## config.mk

```make
export PLATFORM = sky130hd
export DESIGN_NAME = systick_timer
export DESIGN_NICKNAME = d
export VERILOG_FILES = /design/src/rtl/systick_timer.sv
export SDC_FILE = /design/constraint.sdc
export NUM_CORES = 1
export LEC_CHECK = 0
export ABC_CLOCK_PERIOD_IN_PS = 4460
export BUFFER_PORTS_ARGS = -buffer_cell sky130_fd_sc_hd__buf_2
export CAP_MARGIN = 20
export CORE_UTILIZATION = 25
export CTS_CLUSTER_SIZE = 28
export DETAILED_ROUTE_END_ITERATION = 6
export HOLD_SLACK_MARGIN = 0.08
export PLACE_DENSITY = 0.48
export SLEW_MARGIN = 25
export SYNTH_ARGS = -nofsm -noshare
export SYNTH_HDL_FRONTEND = slang
export SYNTH_SLANG_ARGS = --single-unit
```

## constraint.sdc

```tcl
create_clock -name clock -period 4.46 [get_ports clock]
set_input_delay 0.223 -clock clock [delete_from_list [all_inputs] [get_ports clock]]
set_output_delay 0.223 -clock clock [all_outputs]
set_load 0.05 [all_outputs]
```

## src/rtl/systick_timer.sv

```systemverilog
`timescale 1ns/1ps
// System tick timer: prescaled down-counter with a memory-mapped register
// interface and a level interrupt request toward the CPU interrupt sequencer.
module systick_timer #(
  parameter int unsigned PRESCALE = 1,
  parameter int unsigned RELOAD_W = 24
) (
  input  logic        clock,
  input  logic        reset,
  input  logic        enable_system,
  input  logic [1:0]  reg_addr,
  input  logic        reg_write,
  input  logic        reg_read,
  input  logic [31:0] reg_wdata,
  output logic [31:0] reg_rdata,
  input  logic        systick_ack,
  output logic        do_systick_it
);

  localparam logic [1:0]          AddrCtrl    = 2'd0;
  localparam logic [1:0]          AddrReload  = 2'd1;
  localparam logic [1:0]          AddrCurrent = 2'd2;
  localparam logic [15:0]         PresLast    = 16'(PRESCALE - 1);
  localparam logic [RELOAD_W-1:0] CurOne      = RELOAD_W'(1);

  logic                en_q, en_d;
  logic                tickint_q, tickint_d;
  logic [RELOAD_W-1:0] reload_q, reload_d;
  logic [RELOAD_W-1:0] current_q, current_d;
  logic                countflag_q, countflag_d;
  logic                pending_q, pending_d;
  logic [15:0]         presc_q, presc_d;
  logic                irq_q, irq_d;
  logic [31:0]         rdata_q, rdata_d;

  logic tick;
  logic cnt_event;
  logic wr_ctrl, wr_reload, wr_current, rd_ctrl;
  logic unused_wdata;

  assign wr_ctrl    = reg_write && (reg_addr == AddrCtrl);
  assign wr_reload  = reg_write && (reg_addr == AddrReload);
  assign wr_current = reg_write && (reg_addr == AddrCurrent);
  assign rd_ctrl    = reg_read  && (reg_addr == AddrCtrl);

  // Only some write-data bits are architecturally meaningful.
  assign unused_wdata = ^reg_wdata;

  // Prescaler: held at zero while EN is clear, frozen while enable_system is low.
  always_comb begin
    tick    = 1'b0;
    presc_d = presc_q;
    if (!en_q) begin
      presc_d = '0;
    end else if (enable_system) begin
      if (presc_q == PresLast) begin
        tick    = 1'b1;
        presc_d = '0;
      end else begin
        presc_d = presc_q + 16'd1;
      end
    end
  end

  // Down-counter; a CPU write to CURRENT discards a coincident tick.
  always_comb begin
    current_d = current_q;
    cnt_event = 1'b0;
    if (wr_current) begin
      current_d = '0;
    end else if (tick) begin
      if (current_q == '0) begin
        current_d = reload_q;
      end else if (current_q == CurOne) begin
        current_d = '0;
        cnt_event = 1'b1;
      end else begin
        current_d = current_q - CurOne;
      end
    end
  end

  // Control registers, flags and the interrupt request; event sets win over clears.
  always_comb begin
    en_d        = en_q;
    tickint_d   = tickint_q;
    reload_d    = reload_q;
    countflag_d = countflag_q;
    pending_d   = pending_q;

    if (wr_ctrl) begin
      en_d      = reg_wdata[0];
      tickint_d = reg_wdata[1];
    end
    if (wr_reload) begin
      reload_d = reg_wdata[RELOAD_W-1:0];
    end

    if (rd_ctrl || wr_current) countflag_d = 1'b0;
    if (cnt_event)             countflag_d = 1'b1;

    if (systick_ack || (wr_ctrl && reg_wdata[17])) pending_d = 1'b0;
    if (cnt_event)                                 pending_d = 1'b1;

    irq_d = pending_d & tickint_d;
  end

  // Registered read data; reflects contents before any same-cycle write.
  always_comb begin
    rdata_d = rdata_q;
    if (reg_read) begin
      case (reg_addr)
        AddrCtrl:    rdata_d = {15'b0, countflag_q, 14'b0, tickint_q, en_q};
        AddrReload:  rdata_d = 32'(reload_q);
        AddrCurrent: rdata_d = 32'(current_q);
        default:     rdata_d = '0;
      endcase
    end
  end

  // State registers with synchronous active-high reset.
  always_ff @(posedge clock) begin
    if (reset) begin
      en_q        <= 1'b0;
      tickint_q   <= 1'b0;
      reload_q    <= '0;
      current_q   <= '0;
      countflag_q <= 1'b0;
      pending_q   <= 1'b0;
      presc_q     <= '0;
      irq_q       <= 1'b0;
      rdata_q     <= '0;
    end else begin
      en_q        <= en_d;
      tickint_q   <= tickint_d;
      reload_q    <= reload_d;
      current_q   <= current_d;
      countflag_q <= countflag_d;
      pending_q   <= pending_d;
      presc_q     <= presc_d;
      irq_q       <= irq_d;
      rdata_q     <= rdata_d;
    end
  end

  assign reg_rdata     = rdata_q;
  assign do_systick_it = irq_q;

endmodule

```

==> results of run 1 <==
-- worst paths after layout --
path / cells after the start / startpoint / end
max: 7 / current_q[19]$_SDFFE_PP0P_ / current_q[22]$_SDFFE_PP0P_
min: 3 / reg_wdata[18] / reload_q[18]$_SDFFE_PP0P_
max reg2reg: 7 / current_q[19]$_SDFFE_PP0P_ / current_q[22]$_SDFFE_PP0P_
min reg2reg: 2 / reload_q[5]$_SDFFE_PP0P_ / reload_q[5]$_SDFFE_PP0P_
-- flip-flops by register name, indices dropped and copies added, names as in the netlist --
name	flops
current_q	24
do_systick_it	1
tickint_q	1
countflag_q	1
pending_q	1
en_q	1
reg_rdata	24
reload_q	24
presc_q	16
-- logic make-up after synthesis --
group / synth area share, %
AND/OR/NAND/NOR: 25.7
AO/OA/AOI/OAI: 20.0
flip-flops: 42.3
buffers and inverters: 6.16
XOR/XNOR: 2.98
multiplexers: 1.36
adder cells (fa/ha/maj): 1.42
other: 0.0851
-- final cells by class --
type                    count  area [µm²]  area share, %
inverters                   9        33.8          0.657
clock buffers              10         239           4.65
well taps                 225         282           5.48
flip-flops and latches     93        1860           36.2
repair buffers             62         325           6.33
clock inverters             4        97.6           1.90
multi-input cells         419        2300           44.8
-- power groups by stage --
stage / combinational (µW) / sequential [µW] / clock (µW)
2_1_floorplan: 173 / 919 / 0
3_3_place_gp: 265 / 884 / 0
3_5_place_dp: 267 / 884 / 0
4_1_cts: 268 / 866 / 900
5_1_grt: 293 / 868 / 931
6_report: 265 / 866 / 880
-- worst max-delay path, stage by stage, from the launching register on --
cell and delay (ps):
dfxtp_1 360, nor2_1 410, o21ai_0 260, nor4_4 600, buf_4 390, nor3_1 130
a32oi_1 210, o21ai_1 80
-- metrics by stage --
step	hold slack [ps]	worst slack, ps	utilization [%]	instance area (µm²)	instances
after floorplan	359	2600	-	4430	570
after global placement	463	1880	27.9	4800	808
after detailed placement	469	1870	27.9	4800	808
after CTS	96.5	1860	29.8	5140	822
after global routing	104	1660	29.8	5140	822
final	106	1870	29.8	5140	822
-- routing by layer --
metal,part of all wire [%],global-route usage (%),up-vias
li1,-,-,2037
met1,47,16.8,1830
met2,48,23.2,78
met3,4.5,3.30,6
met4,0.78,4.62,0
met5,0,0,-
-- cell usage in the layout, fill, tap and decap left out, types with 10 or more instances in the layout --
cell | synthesis | layout
nand4_1 | 10 | 10
a22oi_1 | 23 | 23
nor2_1 | 73 | 73
nor3_1 | 16 | 16
nand3_1 | 24 | 24
a211oi_1 | 24 | 24
a21oi_1 | 55 | 55
nor4_1 | 14 | 14
o21ai_1 | 24 | 24
dfxtp_1 | 93 | 93
buf_2 | 7 | 56
o21ai_0 | 20 | 20
nand2_1 | 69 | 69
==> metrics.md, run 1 <==
| Metric | Value |
|---|---|
| Sink Count | `93` |
| VDD IR-drop max | `0.000187 V` |
| Tcrit/Tclk final | `58.1%` |
| Switching part of the total | `26.2%` |
| Drt total wl | `11,900 µm` |
| Via count | `3,951` |
| Total Power | `2010 µW` |
| Synth top area cells | `dfxtp_1 42%, a21oi_1 6.2%, nor2_1 6.2%, nand2_1 5.9%, a211oi_1 4.1%` |
| Clk_skew | `7.13 ps` |
| Fmax | `0.386 GHz` |
| Fin Setup TNS | `0 ps` |
| PortBufs | `56` |
| Post-synth top cells | `93 x dfxtp_1, 73 x nor2_1, 69 x nand2_1` |
| CTS Hold Bufs | `0` |
| Layout Nets | `639` |
| Worst-path fanout max | `27` |
| Final Hold Fails | `0` |
| CP Capture Type | `flip-flop` |
| Cell Rows | `48` |
| Die height | `135 µm` |
| Lkg Pwr | `0.00185 µW` |
| Slew headroom | `36.4%` |
| Antenna cells | `0` |
| Die area | `0.0182 mm²` |
| Layout Area Growth over Synthesis | `16.6%` |
| Number of global-route vias before repair | `3,802` |
| RSZ-0062 raised after global routing | `false` |
| Yosys warns | `0` |
| Synth cell types | `41` |
| Share of flip-flops with an asynchronous set or reset | `0%` |
| Antenna violations before repair | `1` |
| Worst-path clk slew | `70 ps` |
| Clock Tree Buf Depth | `2` |
| CORE AREA | `0.0172 mm²` |
| Detail Route Antenna Nets | `0` |
| IO Pins | `73` |
| CTS resizes | `0` |
| Sequential group share of total power | `43.0%` |
| Final Max Slew Viols | `0` |
| Worst Tran Pin Value | `952 ps` |
| Clk root buf | `clkbuf_16` |
| GPL Wtd Cong | `0.807` |
| Gr ovfl total | `0` |
| Cell with the most instances after synthesis | `dfxtp_1` |
| Iter 0 DRT Violations | `219` |
| Drt via density | `4.81` |
| Seq/Total Area, Yosys | `42.3%` |
| First-pass GRT wire length | `19,400 µm` |
| Clock network power share | `43.8%` |
| R2R Setup Slk | `1870 ps` |
| CTS tree | `done` |
| Die extent in x | `135 µm` |
| GR Util All Layers | `13.7%` |
| Critical path class | `flip-flop to flip-flop` |
| Status | `finished clean` |
| Largest net degree at the start of global routing | `56` |
| Type of origin of the critical path | `flip-flop` |
| Syn Std Cell Area | `0.00441 mm²` |
| Syn Area/Cell | `7.83 µm²` |
| DP HPWL | `8070 µm` |
| 1st-pass router iterations | `4` |
| Share of cells above drive strength 1 | `14.2%` |
| Residual DRC | `0` |
| CTS Buf Count | `9` |
| PD cells | `391 mW/mm²` |
| Clock Latency Late Sink | `350 ps` |
| Top FF cell, synth | `dfxtp_1` |
| Hold Path Class | `input pin to flip-flop` |
| Cells after Synth | `563` |
| H-tree depth | `3` |
| Setup violations, final | `0` |
| Max cap viols | `0` |
| Leading area contributor after synthesis | `dfxtp_1` |
| Seq cells post-synth | `93` |
| DR WL/cell | `14.5 µm` |
| Logic pwr share | `13.2%` |
| Final min period | `2590 ps` |
| P_int | `1480 µW` |
| Starting Density | `25.6%` |
| Post-synth EDFFs | `0` |
| Critical Path RT | `4670 ps` |
| Top-area cell type share of the netlist area | `42.3%` |
| Critical Path AT | `2800 ps` |
| Post-CTS Setup Bufs | `0` |
| Fillers | `1,851` |
| Switching power | `527 µW` |
No activity file was read; power rests on OpenSTA's default activity.
==> run 2: changes to the inputs <==
--- a/config.mk
+++ b/config.mk
@@ -5,7 +5,7 @@
 export SDC_FILE = /design/constraint.sdc
 export NUM_CORES = 1
 export LEC_CHECK = 0
-export ABC_CLOCK_PERIOD_IN_PS = 4460
+export ABC_CLOCK_PERIOD_IN_PS = 2600
 export BUFFER_PORTS_ARGS = -buffer_cell sky130_fd_sc_hd__buf_2
 export CAP_MARGIN = 20
 export CORE_UTILIZATION = 25
==> constraint.sdc (replaced) <==
create_clock -name clock -period 2.6 [get_ports clock]
set_input_delay 0.13 -clock clock [delete_from_list [all_inputs] [get_ports clock]]
set_output_delay 0.13 -clock clock [all_outputs]
set_load 0.05 [all_outputs]
==> metrics.md, run 2 (same netlist as run 1, synthesis figures left out) <==
| Metric | Value |
|---|---|
| Sink Count | `93 (unchanged)` |
| Critical Path AT | `2430 ps (was 2800 ps)` |
| Share of cells above drive strength 1 | `15.4% (was 14.2%)` |
| CP Capture Type | `flip-flop (unchanged)` |
| Antenna cells | `0 (unchanged)` |
| Final Hold Fails | `0 (unchanged)` |
| Cell Rows | `48 (unchanged)` |
| Most frequent cells in the layout | `93 x dfxtp_1, 73 x nor2_1, 69 x nand2_1 (unchanged)` |
| Largest net degree at the start of global routing | `50 (was 56)` |
| Tcrit/Tclk final | `82.8% (was 58.1%)` |
| Die area | `0.0182 mm² (unchanged)` |
| Clock Tree Buf Depth | `2 (unchanged)` |
| H-tree depth | `3 (unchanged)` |
| Critical path class | `flip-flop to flip-flop (unchanged)` |
| Fin area | `0.00541 mm² (was 0.00514 mm²)` |
| Residual DRC | `0 (unchanged)` |
| Drt via density | `4.73 (was 4.81)` |
| PD cells | `591 mW/mm² (was 391 mW/mm²)` |
| Clock Latency Late Sink | `350 ps (about the same)` |
| PortBufs | `56 (unchanged)` |
| Place WS | `472 ps (was 1870 ps)` |
| IO Pins | `73 (unchanged)` |
| CTS tree | `done (unchanged)` |
| Antenna violations before repair | `0 (was 1)` |
| GR Util All Layers | `13.9% (was 13.7%)` |
| CORE AREA | `0.0172 mm² (unchanged)` |
| Clk_skew | `7.98 ps (was 7.13 ps)` |
| Via count | `4,072 (was 3,951)` |
| 1st-pass router iterations | `4 (unchanged)` |
| Starting Density | `25.6% (unchanged)` |
| Status | `finished clean (unchanged)` |
| Fmax | `0.465 GHz (was 0.386 GHz)` |
| Final Core Density | `31.4% (was 29.8%)` |
| Fin Setup TNS | `0 ps (unchanged)` |
| Critical Path RT | `2880 ps (was 4670 ps)` |
| Final WS setup | `448 ps (was 1870 ps)` |
| Slew headroom | `42.8% (was 36.4%)` |
| Worst-path clk slew | `70 ps (about the same)` |
| Worst-path fanout max | `10 (was 27)` |
| Detail Route Antenna Nets | `0 (unchanged)` |
| Switching power | `912 µW (was 527 µW)` |
| Setup violations, final | `0 (unchanged)` |
| Die height | `135 µm (unchanged)` |
| Worst Tran Pin Value | `858 ps (was 952 ps)` |
| P_int | `2280 µW (was 1480 µW)` |
| Type of origin of the critical path | `flip-flop (unchanged)` |
| Number of global-route vias before repair | `4,022 (was 3,802)` |
| CTS Buf Count | `9 (unchanged)` |
| Logic pwr share | `15.7% (was 13.2%)` |
| Iter 0 DRT Violations | `244 (was 219)` |
| Max cap viols | `0 (unchanged)` |
| Drt total wl | `12,000 µm (was 11,900 µm)` |
| Sequential group share of total power | `46.5% (was 43.0%)` |
| Clock network power share | `37.8% (was 43.8%)` |
| Final Max Slew Viols | `0 (unchanged)` |
| Layout Area Growth over Synthesis | `22.7% (was 16.6%)` |
| Clk root buf | `clkbuf_16 (unchanged)` |
| DP HPWL | `8650 µm (was 8070 µm)` |
| Commonest non-fill, non-tap cell in the layout | `dfxtp_1 (unchanged)` |
| Layout Nets | `676 (was 639)` |
| Final min period | `2150 ps (was 2590 ps)` |
| Hold Path Class | `input pin to flip-flop (unchanged)` |
| Switching part of the total | `28.6% (was 26.2%)` |
| Placed Area | `0.00491 mm² (was 0.00480 mm²)` |
| First-pass GRT wire length | `19,900 µm (was 19,400 µm)` |
| Die extent in x | `135 µm (unchanged)` |
| GPL Wtd Cong | `0.823 (was 0.807)` |
| DR WL/cell | `13.9 µm (was 14.5 µm)` |
| Total Power | `3190 µW (was 2010 µW)` |
| VDD IR-drop max | `0.000293 V (was 0.000187 V)` |
| Post-CTS Setup Bufs | `0 (unchanged)` |
| Gr ovfl total | `0 (unchanged)` |
| Lkg Pwr | `0.00198 µW (was 0.00185 µW)` |
| RSZ-0062 raised after global routing | `false (unchanged)` |
## run 2: changes by cell type in the layout (fill, tap and decap cells not counted), sizes merged
cell and change:
buf +14, bufinv -3, clkbuf +1, clkinv +3
clkinvlp +1, dlygate4sd3 +23
## run 2: layout make-up
class / instances / area (µm²)
fillers: 1854 / 11800
multi-input cells: 419 / 2300
flip-flops and latches: 93 / 1860
repair buffers: 99 / 661
well taps: 225 / 282
clock buffers: 11 / 233
clock inverters: 5 / 37.5
inverters: 9 / 33.8
## run 2: metrics by stage
step,instances,hold slack (ps)
after floorplan,570,266
after global placement,822,373
after detailed placement,822,377
after CTS,861,90.7
after global routing,861,112
final,861,104
## run 2: layer usage
layer | up-vias | GRT usage [%] | part of all wire [%]
met4 | 0 | 4.24 | 1.0
met3 | 7 | 3.90 | 4.2
li1 | 2115 | - | -
met2 | 72 | 23.8 | 49
met1 | 1878 | 16.7 | 46
met5 | - | 0 | 0
## run 2: timing repair
item | in CTS | in global routing
endpoints found under the hold margin | 25 | 0
hold buffers | 23 | 0
gates resized for setup | 0 | 0
## run 2: final timing paths
| kind | to | startpoint | slack, ps | cells after the start |
|---|---|---|---|---|
| min reg2reg | countflag_q$_SDFFE_PP0P_ | countflag_q$_SDFFE_PP0P_ | 480 | 2 |
| max | current_q[21]$_SDFFE_PP0P_ | current_q[8]$_SDFFE_PP0P_ | 450 | 7 |
| min | reload_q[17]$_SDFFE_PP0P_ | reg_wdata[17] | 100 | 3 |
| max reg2reg | current_q[21]$_SDFFE_PP0P_ | current_q[8]$_SDFFE_PP0P_ | 450 | 7 |
## run 2: power groups by stage
stage          clock network, µW  logic, µW  registers, µW
6_report                    1210        502           1480
2_1_floorplan                  0        297           1580
5_1_grt                     1310        559           1490
4_1_cts                     1260        507           1480
3_5_place_dp                   0        478           1520
3_3_place_gp                   0        476           1520
## run 2: critical path: stages, from the launching register on
cell and delay, ps:
dfxtp_1 400, nor3_4 330, nand4_1 230, nor2_1 270, and3_1 370, buf_4 260
a21oi_1 90, o22ai_1 120
